==> src/rtl/alarm_pkg.sv <==
// Shared types and helpers for the alarm sequencer slice.
package alarm_pkg;

    localparam int unsigned ALARM_STATE_W = 3;
    localparam int unsigned EVENT_CNT_W   = 4;
    localparam int unsigned EVENT_CNT_MAX = 15;

    typedef enum logic [ALARM_STATE_W-1:0] {
        ST_DISARMED = 3'd0,
        ST_EXIT     = 3'd1,
        ST_ARMED    = 3'd2,
        ST_ENTRY    = 3'd3,
        ST_SIREN    = 3'd4
    } alarm_state_e;

    typedef struct packed {
        logic siren;
        logic armed;
        logic pending;
    } alarm_flags_t;

    // Moore decode of a state code into the indicator outputs.
    function automatic alarm_flags_t flags_of(alarm_state_e st);
        alarm_flags_t f;
        f.siren   = (st == ST_SIREN);
        f.armed   = (st == ST_ARMED) || (st == ST_ENTRY) || (st == ST_SIREN);
        f.pending = (st == ST_EXIT) || (st == ST_ENTRY);
        return f;
    endfunction

    // States whose duration is governed by the tick counter.
    function automatic logic is_timed(alarm_state_e st);
        return (st == ST_EXIT) || (st == ST_ENTRY) || (st == ST_SIREN);
    endfunction

endpackage

==> src/rtl/alarm_sequencer_if.sv <==
// User/sensor requests and status outputs of the alarm sequencer.
interface alarm_sequencer_if;
    import alarm_pkg::*;

    logic                     trigger;
    logic                     arm;
    logic                     disarm;
    logic                     siren;
    logic                     armed;
    logic                     pending;
    logic [ALARM_STATE_W-1:0] state_o;
    logic [EVENT_CNT_W-1:0]   event_count;

    modport master (
        output trigger, arm, disarm,
        input  siren, armed, pending, state_o, event_count
    );

    modport slave (
        input  trigger, arm, disarm,
        output siren, armed, pending, state_o, event_count
    );

endinterface

==> src/rtl/alarm_tick_gen.sv <==
// Prescaler producing a one-cycle tick every TICK_DIV cycles.
module alarm_tick_gen #(
    parameter int unsigned TICK_DIV = 1000
) (
    input  logic clk,
    input  logic rst,
    input  logic clr,
    output logic tick
);

    localparam int unsigned PRE_W = (TICK_DIV > 1) ? $clog2(TICK_DIV) : 1;
    localparam logic [PRE_W-1:0] PRE_LAST = PRE_W'(TICK_DIV - 1);

    logic [PRE_W-1:0] pre_cnt;

    // Free-running count, restarted on reset and on every state change.
    always_ff @(posedge clk) begin
        if (rst || clr || (pre_cnt == PRE_LAST)) begin
            pre_cnt <= '0;
        end else begin
            pre_cnt <= pre_cnt + PRE_W'(1);
        end
    end

    assign tick = (pre_cnt == PRE_LAST);

endmodule

==> src/rtl/alarm_sequencer.sv <==
// Arm/exit/entry/siren controller with timed states and an intrusion counter.
module alarm_sequencer
    import alarm_pkg::*;
#(
    parameter int unsigned TICK_DIV    = 1000,
    parameter int unsigned EXIT_TICKS  = 4,
    parameter int unsigned ENTRY_TICKS = 4,
    parameter int unsigned SIREN_TICKS = 16,
    parameter int unsigned CNT_W       = 8
) (
    input  logic               clk,
    input  logic               rst,
    alarm_sequencer_if.slave   bus
);

    alarm_state_e     state_q;
    alarm_state_e     state_nxt;
    logic [CNT_W-1:0] tick_cnt;
    logic             tick;
    logic             expire_c;
    logic             trans_c;

    assign expire_c = tick && (tick_cnt == CNT_W'(1));
    assign trans_c  = (state_nxt != state_q);

    alarm_tick_gen #(
        .TICK_DIV (TICK_DIV)
    ) u_tick_gen (
        .clk  (clk),
        .rst  (rst),
        .clr  (trans_c),
        .tick (tick)
    );

    // Next state: disarm wins, then timeout, then trigger/arm.
    always_comb begin
        state_nxt = state_q;
        if (bus.disarm) begin
            state_nxt = ST_DISARMED;
        end else begin
            case (state_q)
                ST_DISARMED: if (bus.arm)     state_nxt = ST_EXIT;
                ST_EXIT:     if (expire_c)    state_nxt = ST_ARMED;
                ST_ARMED:    if (bus.trigger) state_nxt = ST_ENTRY;
                ST_ENTRY:    if (expire_c)    state_nxt = ST_SIREN;
                ST_SIREN:    if (expire_c)    state_nxt = ST_ARMED;
                default:                      state_nxt = ST_DISARMED;
            endcase
        end
    end

    // State, tick counter, intrusion counter and registered output decode.
    always_ff @(posedge clk) begin
        if (rst) begin
            state_q         <= ST_DISARMED;
            tick_cnt        <= '0;
            bus.event_count <= '0;
            bus.siren       <= 1'b0;
            bus.armed       <= 1'b0;
            bus.pending     <= 1'b0;
            bus.state_o     <= '0;
        end else begin
            state_q <= state_nxt;

            if (trans_c) begin
                case (state_nxt)
                    ST_EXIT:  tick_cnt <= CNT_W'(EXIT_TICKS);
                    ST_ENTRY: tick_cnt <= CNT_W'(ENTRY_TICKS);
                    ST_SIREN: tick_cnt <= CNT_W'(SIREN_TICKS);
                    default:  tick_cnt <= tick_cnt;
                endcase
            end else if (tick && is_timed(state_q)) begin
                tick_cnt <= tick_cnt - CNT_W'(1);
            end

            if ((state_q == ST_DISARMED) && (state_nxt == ST_EXIT)) begin
                bus.event_count <= '0;
            end else if ((state_q == ST_ARMED) && (state_nxt == ST_ENTRY) &&
                         (bus.event_count != EVENT_CNT_W'(EVENT_CNT_MAX))) begin
                bus.event_count <= bus.event_count + EVENT_CNT_W'(1);
            end

            {bus.siren, bus.armed, bus.pending} <= flags_of(state_nxt);
            bus.state_o <= state_nxt;
        end
    end

endmodule

==> src/flat_wrapper.sv <==
// flat-port wrapper written by rule: the top's interface ports become plain ports
module alarm_sequencer_flat import alarm_pkg::*;
#(
    parameter int unsigned TICK_DIV    = 1000,
    parameter int unsigned EXIT_TICKS  = 4,
    parameter int unsigned ENTRY_TICKS = 4,
    parameter int unsigned SIREN_TICKS = 16,
    parameter int unsigned CNT_W       = 8
)
  (clk, rst, bus_trigger, bus_arm, bus_disarm, bus_siren, bus_armed, bus_pending, bus_state_o, bus_event_count);
  alarm_sequencer_if bus_i ();
  input  logic clk;
  input  logic rst;
  input wire logic [$bits(bus_i.trigger)-1:0] bus_trigger;
  input wire logic [$bits(bus_i.arm)-1:0] bus_arm;
  input wire logic [$bits(bus_i.disarm)-1:0] bus_disarm;
  output wire logic [$bits(bus_i.siren)-1:0] bus_siren;
  output wire logic [$bits(bus_i.armed)-1:0] bus_armed;
  output wire logic [$bits(bus_i.pending)-1:0] bus_pending;
  output wire logic [$bits(bus_i.state_o)-1:0] bus_state_o;
  output wire logic [$bits(bus_i.event_count)-1:0] bus_event_count;
  assign bus_i.trigger = bus_trigger;
  assign bus_i.arm = bus_arm;
  assign bus_i.disarm = bus_disarm;
  assign bus_siren = bus_i.siren;
  assign bus_armed = bus_i.armed;
  assign bus_pending = bus_i.pending;
  assign bus_state_o = bus_i.state_o;
  assign bus_event_count = bus_i.event_count;
  alarm_sequencer #(.TICK_DIV(TICK_DIV), .EXIT_TICKS(EXIT_TICKS), .ENTRY_TICKS(ENTRY_TICKS), .SIREN_TICKS(SIREN_TICKS), .CNT_W(CNT_W)) u_core (.clk(clk), .rst(rst), .bus(bus_i));
endmodule
==> config.mk <==
export PLATFORM = sky130hd
export DESIGN_NAME = alarm_sequencer_flat
export DESIGN_NICKNAME = d
export VERILOG_FILES = /design/src/rtl/alarm_pkg.sv /design/src/rtl/alarm_sequencer_if.sv /design/src/rtl/alarm_tick_gen.sv /design/src/rtl/alarm_sequencer.sv /design/src/flat_wrapper.sv
export SDC_FILE = /design/constraint.sdc
export NUM_CORES = 1
export LEC_CHECK = 0
export ABC_CLOCK_PERIOD_IN_PS = 2100
export CAP_MARGIN = 20
export CORE_ASPECT_RATIO = 2
export CORE_MARGIN = 4
export CORE_UTILIZATION = 40
export CTS_BUF_LIST = sky130_fd_sc_hd__clkbuf_4 sky130_fd_sc_hd__clkbuf_8 sky130_fd_sc_hd__clkbuf_16
export CTS_CLUSTER_SIZE = 10
export DETAILED_ROUTE_END_ITERATION = 12
export MAX_ROUTING_LAYER = met4
export PLACE_DENSITY = 0.66
export SYNTH_ARGS = -nofsm -noshare
export SYNTH_HDL_FRONTEND = slang
export SYNTH_SLANG_ARGS = --single-unit
==> constraint.sdc <==
create_clock -name clk -period 2.1 [get_ports clk]
set_input_delay 0.21 -clock clk [delete_from_list [all_inputs] [get_ports clk]]
set_output_delay 0.21 -clock clk [all_outputs]
set_load 0.01 [all_outputs]
Word-level counts from Yosys, hierarchy flattened --
Cells that the tools add are included.
Storage, ports and cells: register bits after elaboration 28, word-level logic and storage cells 50
Cells by class: add/subtract/negate cells 3, equality and inequality tests 13, multiplexer cells 9, reduce and logical (&&, ||, !) cells 18
Operators with widths (number):
- 2-to-1 mux 8 bit | 2
- case mux 8 bit (2 select lines) | 1
- 2-to-1 mux 3 bit | 5
- == test 3 x 2 -> 1 bit, second input constant | 4
- case mux 3 bit (4 select lines) | 1
- adder 10 x 1 -> 10 bit, second input constant | 1
- == test 10 bit, second input constant | 1
- == test 8 x 1 -> 1 bit, second input constant | 1
- subtractor 8 x 1 -> 8 bit, second input constant | 1
- logical OR 1 bit | 7
- == test 3 x 1 -> 1 bit, second input constant | 2
- == test 3 bit, second input constant | 2
- OR reduction 2 bit | 3
- logical AND 1 bit | 5
- adder 4 x 1 -> 4 bit, second input constant | 1
- != test 4 bit, second input constant | 1
- logical NOT 3 bit | 1
- != test 3 x 2 -> 1 bit, second input constant | 1
- != test 3 bit | 1
- AND reduction 2 bit | 1
- nonzero test 2 bit | 1

Logic depth before layout (Yosys ltp) --
Gate-level depths: netlist of the first run.
depth in word-level cells 9, gate-level depth with buffers 9, mapped depth without buffers 8

Modules after synthesis --
Synthesis of the first run repeated with hierarchy kept, for this count alone.
Second synthesis, totals: cells, all modules 183, area, all modules 1570.3 sq um
Modules (own cells, without submodules):
- alarm_sequencer | times used 1, cells an instance 131, area each 1111.1 sq um, sequential area each 360.3 sq um
- alarm_tick_gen | times used 1, cells an instance 52, area each 459.2 sq um, sequential area each 200.2 sq um

Least setup slack after synthesis of the first run --
No wires, ideal clock.
kind reg-to-reg, from register u_core.u_tick_gen.pre_cnt[0], to register u_core.tick_cnt[2], arrival time 2138 ps, data required time 2025 ps, path slack -112 ps, cell stages (with the launch flop) 10, cells stage by stage dfxtp_1 ha_1 nand2_2 nor4_4 or4b_1 buf_2 o311a_4 buf_6 a211o_1 o22ai_1
Between the ends: cells in the longest elaborated chain, start to end 9, elaborated cells on any way between the ends 17, classes of those cells 6 x eq/ne; 6 x mux; 5 x reduce/logical
Ends and longest elaborated chain:
- from (decl) | line alarm_tick_gen.sv:14 | logic [PRE_W-1:0] pre_cnt;
- from (signal assigned) | line alarm_tick_gen.sv:21 | pre_cnt <= pre_cnt + PRE_W'(1);
- == test 10 bit * | line alarm_tick_gen.sv:25 | assign tick = (pre_cnt == PRE_LAST);
- logical AND 1 bit | line alarm_sequencer.sv:23 | assign expire_c = tick && (tick_cnt == CNT_W'(1));
- 2-to-1 mux 3 bit, on equally long branches | line alarm_sequencer.sv:43, alarm_sequencer.sv:46, alarm_sequencer.sv:45
- case mux 3 bit (4 select lines) | line alarm_sequencer.sv:41 | case (state_q)
- 2-to-1 mux 3 bit | line alarm_sequencer.sv:38 | if (bus.disarm) begin
- == test 3 x 2 -> 1 bit / == test 3 x 1 -> 1 bit (equally long branches) | line alarm_sequencer.sv:66 | case (state_nxt)
- OR reduction 2 bit (no source line)
- case mux 8 bit (2 select lines) / != test 3 x 2 -> 1 bit (equally long branches)
- 2-to-1 mux 8 bit / AND reduction 2 bit (equally long branches)
- to (signal assigned) | line alarm_sequencer.sv:67 | ST_EXIT: tick_cnt <= CNT_W'(EXIT_TICKS);
- to (signal assigned) | line alarm_sequencer.sv:68 | ST_ENTRY: tick_cnt <= CNT_W'(ENTRY_TICKS);
- to (signal assigned) | line alarm_sequencer.sv:69 | ST_SIREN: tick_cnt <= CNT_W'(SIREN_TICKS);
- to (decl) | line alarm_sequencer.sv:18 | logic [CNT_W-1:0] tick_cnt;
Mark *: on every way between the ends. The rest lies on a longest branch, timed or not. The select of a mux whose other input is x is not followed. A chain may end at the register's enable or synchronous reset.

Final worst setup path of the first run --
from register u_core.u_tick_gen.pre_cnt[6], to register u_core.tick_cnt[2]
The elaborated chain is that of the path after synthesis.

==> reports/metrics.cfg, run 1 <==
[cts]
path_clk_slew_ns = 0.10
clockBufferDepth = 2
cts_sinks = 28
holdBufCountCts = 0
cts-buffers-inserted = 3
ctsHtreeMaxLevel = 1
cts_tree = yes
insertion_delay_ns = 0.27
cts_root_buf = clkbuf_8

[sta]
tightest_slew_ns = 0.389
hold_violations = 0
setup_violations = 0
skew_ns = 0.00397
relSlewSlack = 0.733
rsz0062_at_grt = no
min_period_ns = 1.98
fmax_mhz = 504
fin_tns_setup_ns = 0
period_share = 0.944
slew_viol_final = 0

[synth]
synthDistinctLibCells = 41
yosys.area.top_type = dfxtp_1
synth_seq_cells = 28
synth_area_leaders = dfxtp_1 (40%), nor2_1 (8.2%), xnor2_1 (4.3%), a21oi_1 (3.9%), ha_1 (3.5%)
yosysSeqAreaShare = 0.396
post_synth.cell_area_avg_sq_um = 8.38
synth_edf_count = 0
netlist_top_cells_count = nor2_1 (31), dfxtp_1 (28), a21oi_1 (11)
synthCells = 169
yosysMostFrequentCell = nor2_1
yosysWarnings = 0
async_flop_share = 0
yosys.area.top_type_share = 0.396
syn_area_sq_um = 1420
synthFlopType = dfxtp_1
syn_nets = 178

[detailed_routing]
vias = 1246
viasPerCell = 5.19
finalWirelength_microns = 3080
dr.pass1.iters = 4
drt-initial-drc-count = 19
antenna_violating_nets_post_route = 0
drc = 0
post_drt_wl_per_cell_microns = 12.8

[finish]
nets = 202
antenna_cells = 0
postLayoutCellArea_sq_um = 1760
stdcell_count = 240
drive_above_1_share = 0.146
area.growth.synth_to_final_pct = 24.1

[grt]
grt_pass1_wl_microns = 5070
antenna_found_initial = 0
grt_usage = 0.142
grt_start_max_net_pins = 18
grt_pass1_vias = 1266
overflow = 0

[worst_setup_path]
cp_slowest_stage_delay_ns = 0.54
cp.arrival_ns = 2.19
crit_chain = nand4_1 > nor4_4 > or4b_4 > o311a_4 > a211o_1 > o22ai_1
startpoint_type = flop
worstSetupEndpointType = flop
cpMaxStageDelayCell = or4b_4
crit_type = flop to flop
cp_data_required_time_ns = 2.31
path_buf_inv = 0
crit_fanout = 10
cp_top_family = simple AND/OR/NAND/NOR gates

[floorplan]
die-area_sq_um = 4610
rows = 30
start_util = 0.415
core-area_sq_um = 3420
die_w_microns = 50.1
ios = 15
die_y_microns = 92.2

[hold_path]
hold_class = flop to flop

[placed_design]
hpwl_microns = 2360
place_area_sq_um = 1680
placed_cells = 236
io_buffers = 14
routabilityCongestion = 0.924

[power]
irDropWorstVdd_v = 0.000623
pwr_density_cell_nw_per_um2 = 599
power_mw = 1.05
p_leak_nw = 0.651

[flow_run]
cap_violations = 0

[outcome]
status = finished, final reports clean

==> worst register-to-register path: stages (launching register included) <==
cell and delay [ns]:
dfxtp_1 0.39, nand4_1 0.16, nor4_4 0.26, or4b_4 0.54, o311a_4 0.20, a211o_1 0.24
o22ai_1 0.14
==> cells by family after synthesis <==
kind of cell / synth area share
AND/OR/NAND/NOR: 0.279
AO/OA/AOI/OAI: 0.150
flip-flops: 0.396
buffers and inverters: 0.0503
XOR/XNOR: 0.0680
adder cells (fa/ha/maj): 0.0353
multiplexers: 0.0212
==> worst paths after layout <==
check                                  to  cells past startpoint                         start  slack [ns]
max                    u_core.tick_cnt[2]                      6  u_core.u_tick_gen.pre_cnt[6]        0.12
min reg2reg  u_core.u_tick_gen.pre_cnt[0]                      1  u_core.u_tick_gen.pre_cnt[0]        0.43
min          u_core.u_tick_gen.pre_cnt[0]                      1  u_core.u_tick_gen.pre_cnt[0]        0.43
max reg2reg            u_core.tick_cnt[2]                      6  u_core.u_tick_gen.pre_cnt[6]        0.12
==> timing repair <==
item                                    CTS  global route
endpoints found under the setup margin    0             5
buffers inserted                          0             0
gates resized for setup                   0             2
==> report_power, final <==
group	internal, mW	switching, mW
Combinational	0.0368	0.0448
Sequential	0.539	0.00816
Clock	0.255	0.169
==> layer usage <==
metal / up-vias / global-route usage / share of wire
met5: - / - / 0
met4: 0 / 0.0716 / 0.017
met3: 4 / 0.0211 / 0.021
met2: 21 / 0.270 / 0.56
met1: 592 / 0.129 / 0.41
li1: 629 / - / -
==> per-stage QoR <==
stage / setup WS (ns) / hold slack, ns / utilization
after floorplan: 0.0222 / 0.287 / -
after global placement: 0.109 / 0.434 / 0.492
after detailed placement: 0.0170 / 0.459 / 0.492
after CTS: 0.0142 / 0.473 / 0.513
after global routing: 0.00580 / 0.452 / 0.515
final: 0.117 / 0.428 / 0.515
==> area by class of cell <==
cell class	instances	area [sq um]
Clock buffer	3	41.3
Clock inverter	1	30.0
Fill cell	329	1660
Inverter	7	26.3
Multi-Input combinational cell	125	793
Sequential cell	28	562
Tap cell	48	60.1
Timing Repair Buffer	28	245
==> sequential cells by signal (all words and copies together), names as in the netlist <==
register / flops
u_core.u_tick_gen.pre_cnt: 10
u_core.tick_cnt: 8
u_core.bus.event_count: 4
u_core.bus.state_o: 3
u_core.bus.armed: 1
u_core.bus.pending: 1
u_core.bus.siren: 1
==> cells in the final DEF, fill, tap and decap left out, types with 2 or more instances in the layout <==
| cell type | instances |
|---|---|
| nand4_1 | 3 |
| or3_1 | 4 |
| nand3b_1 | 3 |
| nor2_1 | 30 |
| clkdlybuf4s50_1 | 14 |
| a2111oi_0 | 2 |
| clkbuf_8 | 3 |
| nor3_1 | 6 |
| a21oi_1 | 11 |
| nand3_1 | 9 |
| xor2_1 | 4 |
| o21ai_0 | 5 |
| ha_1 | 3 |
| buf_4 | 14 |
| nand2b_1 | 6 |
| a31oi_1 | 2 |
| and2b_1 | 2 |
| dfxtp_1 | 27 |
| o22ai_1 | 2 |
| mux2i_1 | 3 |
| nand2_1 | 5 |
| xnor2_1 | 7 |
| inv_1 | 7 |
(Power assumes the default switching activity.)
==> run 2, diff against run 1 <==
--- a/config.mk
+++ b/config.mk
@@ -15,6 +15,7 @@
 export DETAILED_ROUTE_END_ITERATION = 12
 export MAX_ROUTING_LAYER = met4
 export PLACE_DENSITY = 0.66
+export SETUP_SLACK_MARGIN = 0.05
 export SYNTH_ARGS = -nofsm -noshare
 export SYNTH_HDL_FRONTEND = slang
 export SYNTH_SLANG_ARGS = --single-unit
==> run 2 against run 1 <==
Maximum frequency increased by 0.46%. Sequential power about the same. Highest routed layer unchanged. Die area unchanged.
==> reports/metrics.cfg, run 2 (same netlist as run 1, synthesis figures left out) <==
[finish]
fin_util = 0.523  ; was 0.515
postLayoutCellArea_sq_um = 1790  ; was 1760 sq um
drive_above_1_share = 0.186  ; was 0.146
fillerInstances = 336  ; was 329
final_cell_mix = nor2_1 (30), dfxtp_1 (23), buf_4 (15)  ; was nor2_1 (30), dfxtp_1 (27), clkdlybuf4s50_1 (14), buf_4 (14), a21oi_1 (11)
area.growth.synth_to_final_pct = 26.1  ; was 24.1%
final_common_cell = nor2_1  ; unchanged
nets = 204  ; was 202
top_register = u_core.u_tick_gen.pre_cnt  ; unchanged
antenna_cells = 0  ; unchanged
ff_latch_area_sq_um = 567  ; was 562 sq um
reg_top3 = u_core.u_tick_gen.pre_cnt x10, u_core.tick_cnt x8, u_core.bus.event_count x4  ; unchanged
largest_reg_flops = 10  ; unchanged
multiInputGateArea_sq_um = 815  ; was 793 sq um
stdcell_count = 242  ; was 240

[worst_setup_path]
cp.arrival_ns = 2.18  ; was 2.19 ns
worstSetupEndpointType = flop  ; unchanged
cp_top_family = simple AND/OR/NAND/NOR gates  ; unchanged
crit_cells = 6  ; unchanged
crit_chain = nand4_1 > nor4_4 > or4b_4 > o311a_4 > a211o_1 > o22ai_1  ; unchanged
r2r_cells = 6  ; unchanged
timing.rr.end = u_core.tick_cnt[2]  ; unchanged
crit_fanout = 10  ; unchanged
path_buf_inv = 0  ; unchanged
critPathLaunch = u_core.u_tick_gen.pre_cnt[6]  ; unchanged
cpMaxStageDelayCell = or4b_4  ; unchanged
r2r_start = u_core.u_tick_gen.pre_cnt[6]  ; unchanged
cp_data_required_time_ns = 2.30  ; was 2.31 ns
cp_slowest_stage_delay_ns = 0.53  ; was 0.54 ns
endpoint = u_core.tick_cnt[2]  ; unchanged
crit_type = flop to flop  ; unchanged
startpoint_type = flop  ; unchanged
regToRegSetupSlack_ns = 0.13  ; was 0.12 ns

[grt]
grt_pass1_vias = 1260  ; was 1266
grt_start_max_net_pins = 18  ; unchanged
overflow = 0  ; unchanged
grt_pass1_wl_microns = 5440  ; was 5070 microns
antenna_found_initial = 0  ; unchanged
grt_usage = 0.154  ; was 0.142

[detailed_routing]
drt-initial-drc-count = 23  ; was 19
finalWirelength_microns = 3200  ; was 3080 microns
antenna_violating_nets_post_route = 0  ; unchanged
dr.pass1.iters = 4  ; unchanged
drc = 0  ; unchanged
vias = 1259  ; was 1246
viasPerCell = 5.20  ; was 5.19
post_drt_wl_per_cell_microns = 13.2  ; was 12.8 microns

[sta]
fmax_mhz = 507  ; was 504 MHz
fin_tns_setup_ns = 0  ; unchanged
hold_violations = 0  ; unchanged
tightest_slew_ns = 0.369  ; was 0.389 ns
setup_violations = 0  ; unchanged
skew_ns = 0.00243  ; was 0.00397 ns
slew_viol_final = 0  ; unchanged
rsz0062_at_grt = yes  ; was no
period_share = 0.940  ; was 0.944
relSlewSlack = 0.748  ; was 0.733
min_period_ns = 1.97  ; was 1.98 ns

[cts]
clockBufferDepth = 2  ; unchanged
cts_sinks = 28  ; unchanged
cts_tree = yes  ; unchanged
cts_root_buf = clkbuf_8  ; unchanged
path_clk_slew_ns = 0.09  ; was 0.10 ns
holdBufCountCts = 0  ; unchanged
ctsHtreeMaxLevel = 1  ; unchanged
cts-buffers-inserted = 3  ; unchanged
insertion_delay_ns = 0.27  ; about the same

[power]
pwr_density_cell_nw_per_um2 = 542  ; was 599 nW/um^2
irDropWorstVdd_v = 0.000380  ; was 0.000623 V
power_mw = 0.968  ; was 1.05 mW
p_leak_nw = 0.657  ; was 0.651 nW

[floorplan]
start_util = 0.415  ; unchanged
rows = 30  ; unchanged
die-area_sq_um = 4610  ; unchanged
die_w_microns = 50.1  ; unchanged
die_y_microns = 92.2  ; unchanged
ios = 15  ; unchanged
core-area_sq_um = 3420  ; unchanged

[placed_design]
io_buffers = 14  ; unchanged
hpwl_microns = 2510  ; was 2360 microns
place_area_sq_um = 1710  ; was 1680 sq um
placed_cells = 237  ; was 236
routabilityCongestion = 0.835  ; was 0.924

[hold_path]
worstHoldStart = u_core.u_tick_gen.pre_cnt[0]  ; unchanged
hold_class = flop to flop  ; unchanged

[outcome]
status = finished, final reports clean  ; unchanged

[flow_run]
cap_violations = 0  ; unchanged

[run 2: worst min path at each step]
stage                                        end  cells after the start
floorplan                  u_core.bus.state_o[1]                      1
global placement    u_core.u_tick_gen.pre_cnt[0]                      1
detailed placement  u_core.u_tick_gen.pre_cnt[0]                      1
CTS                 u_core.u_tick_gen.pre_cnt[0]                      1
global route        u_core.u_tick_gen.pre_cnt[0]                      1
finish              u_core.u_tick_gen.pre_cnt[0]                      1
[run 2: repair_timing]
action	in CTS	in global routing
buffers inserted	0	1
resized for setup	1	7
cloned	0	0
pin swaps	0	5
endpoints found under the setup margin	1	4
[run 2: area by class of cell]
class	count	area share
timing repair buffer	30	0.148
inverter	7	0.0147
multi-input combinational	125	0.456
tap	48	0.0336
clock buffer	4	0.0308
sequential	28	0.317
[run 2: stage by stage]
stage	worst slack (ns)	hold slack, ns
CTS	0.0777	0.459
floorplan	0.0505	0.287
global placement	0.136	0.428
global route	0.0266	0.467
finish	0.126	0.451
detailed placement	0.0711	0.446
[run 2: report_power, final]
part	switching [mW]	internal, mW
logic	0.0465	0.0400
registers	0.00766	0.539
clock network	0.167	0.168
[run 2: routing by layer]
metal,up-vias,part of all wire,GRT usage
met3,9,0.019,0.0163
met2,19,0.61,0.299
met5,-,0,-
met1,596,0.34,0.135
li1,635,-,-
met4,0,0.029,0.0878
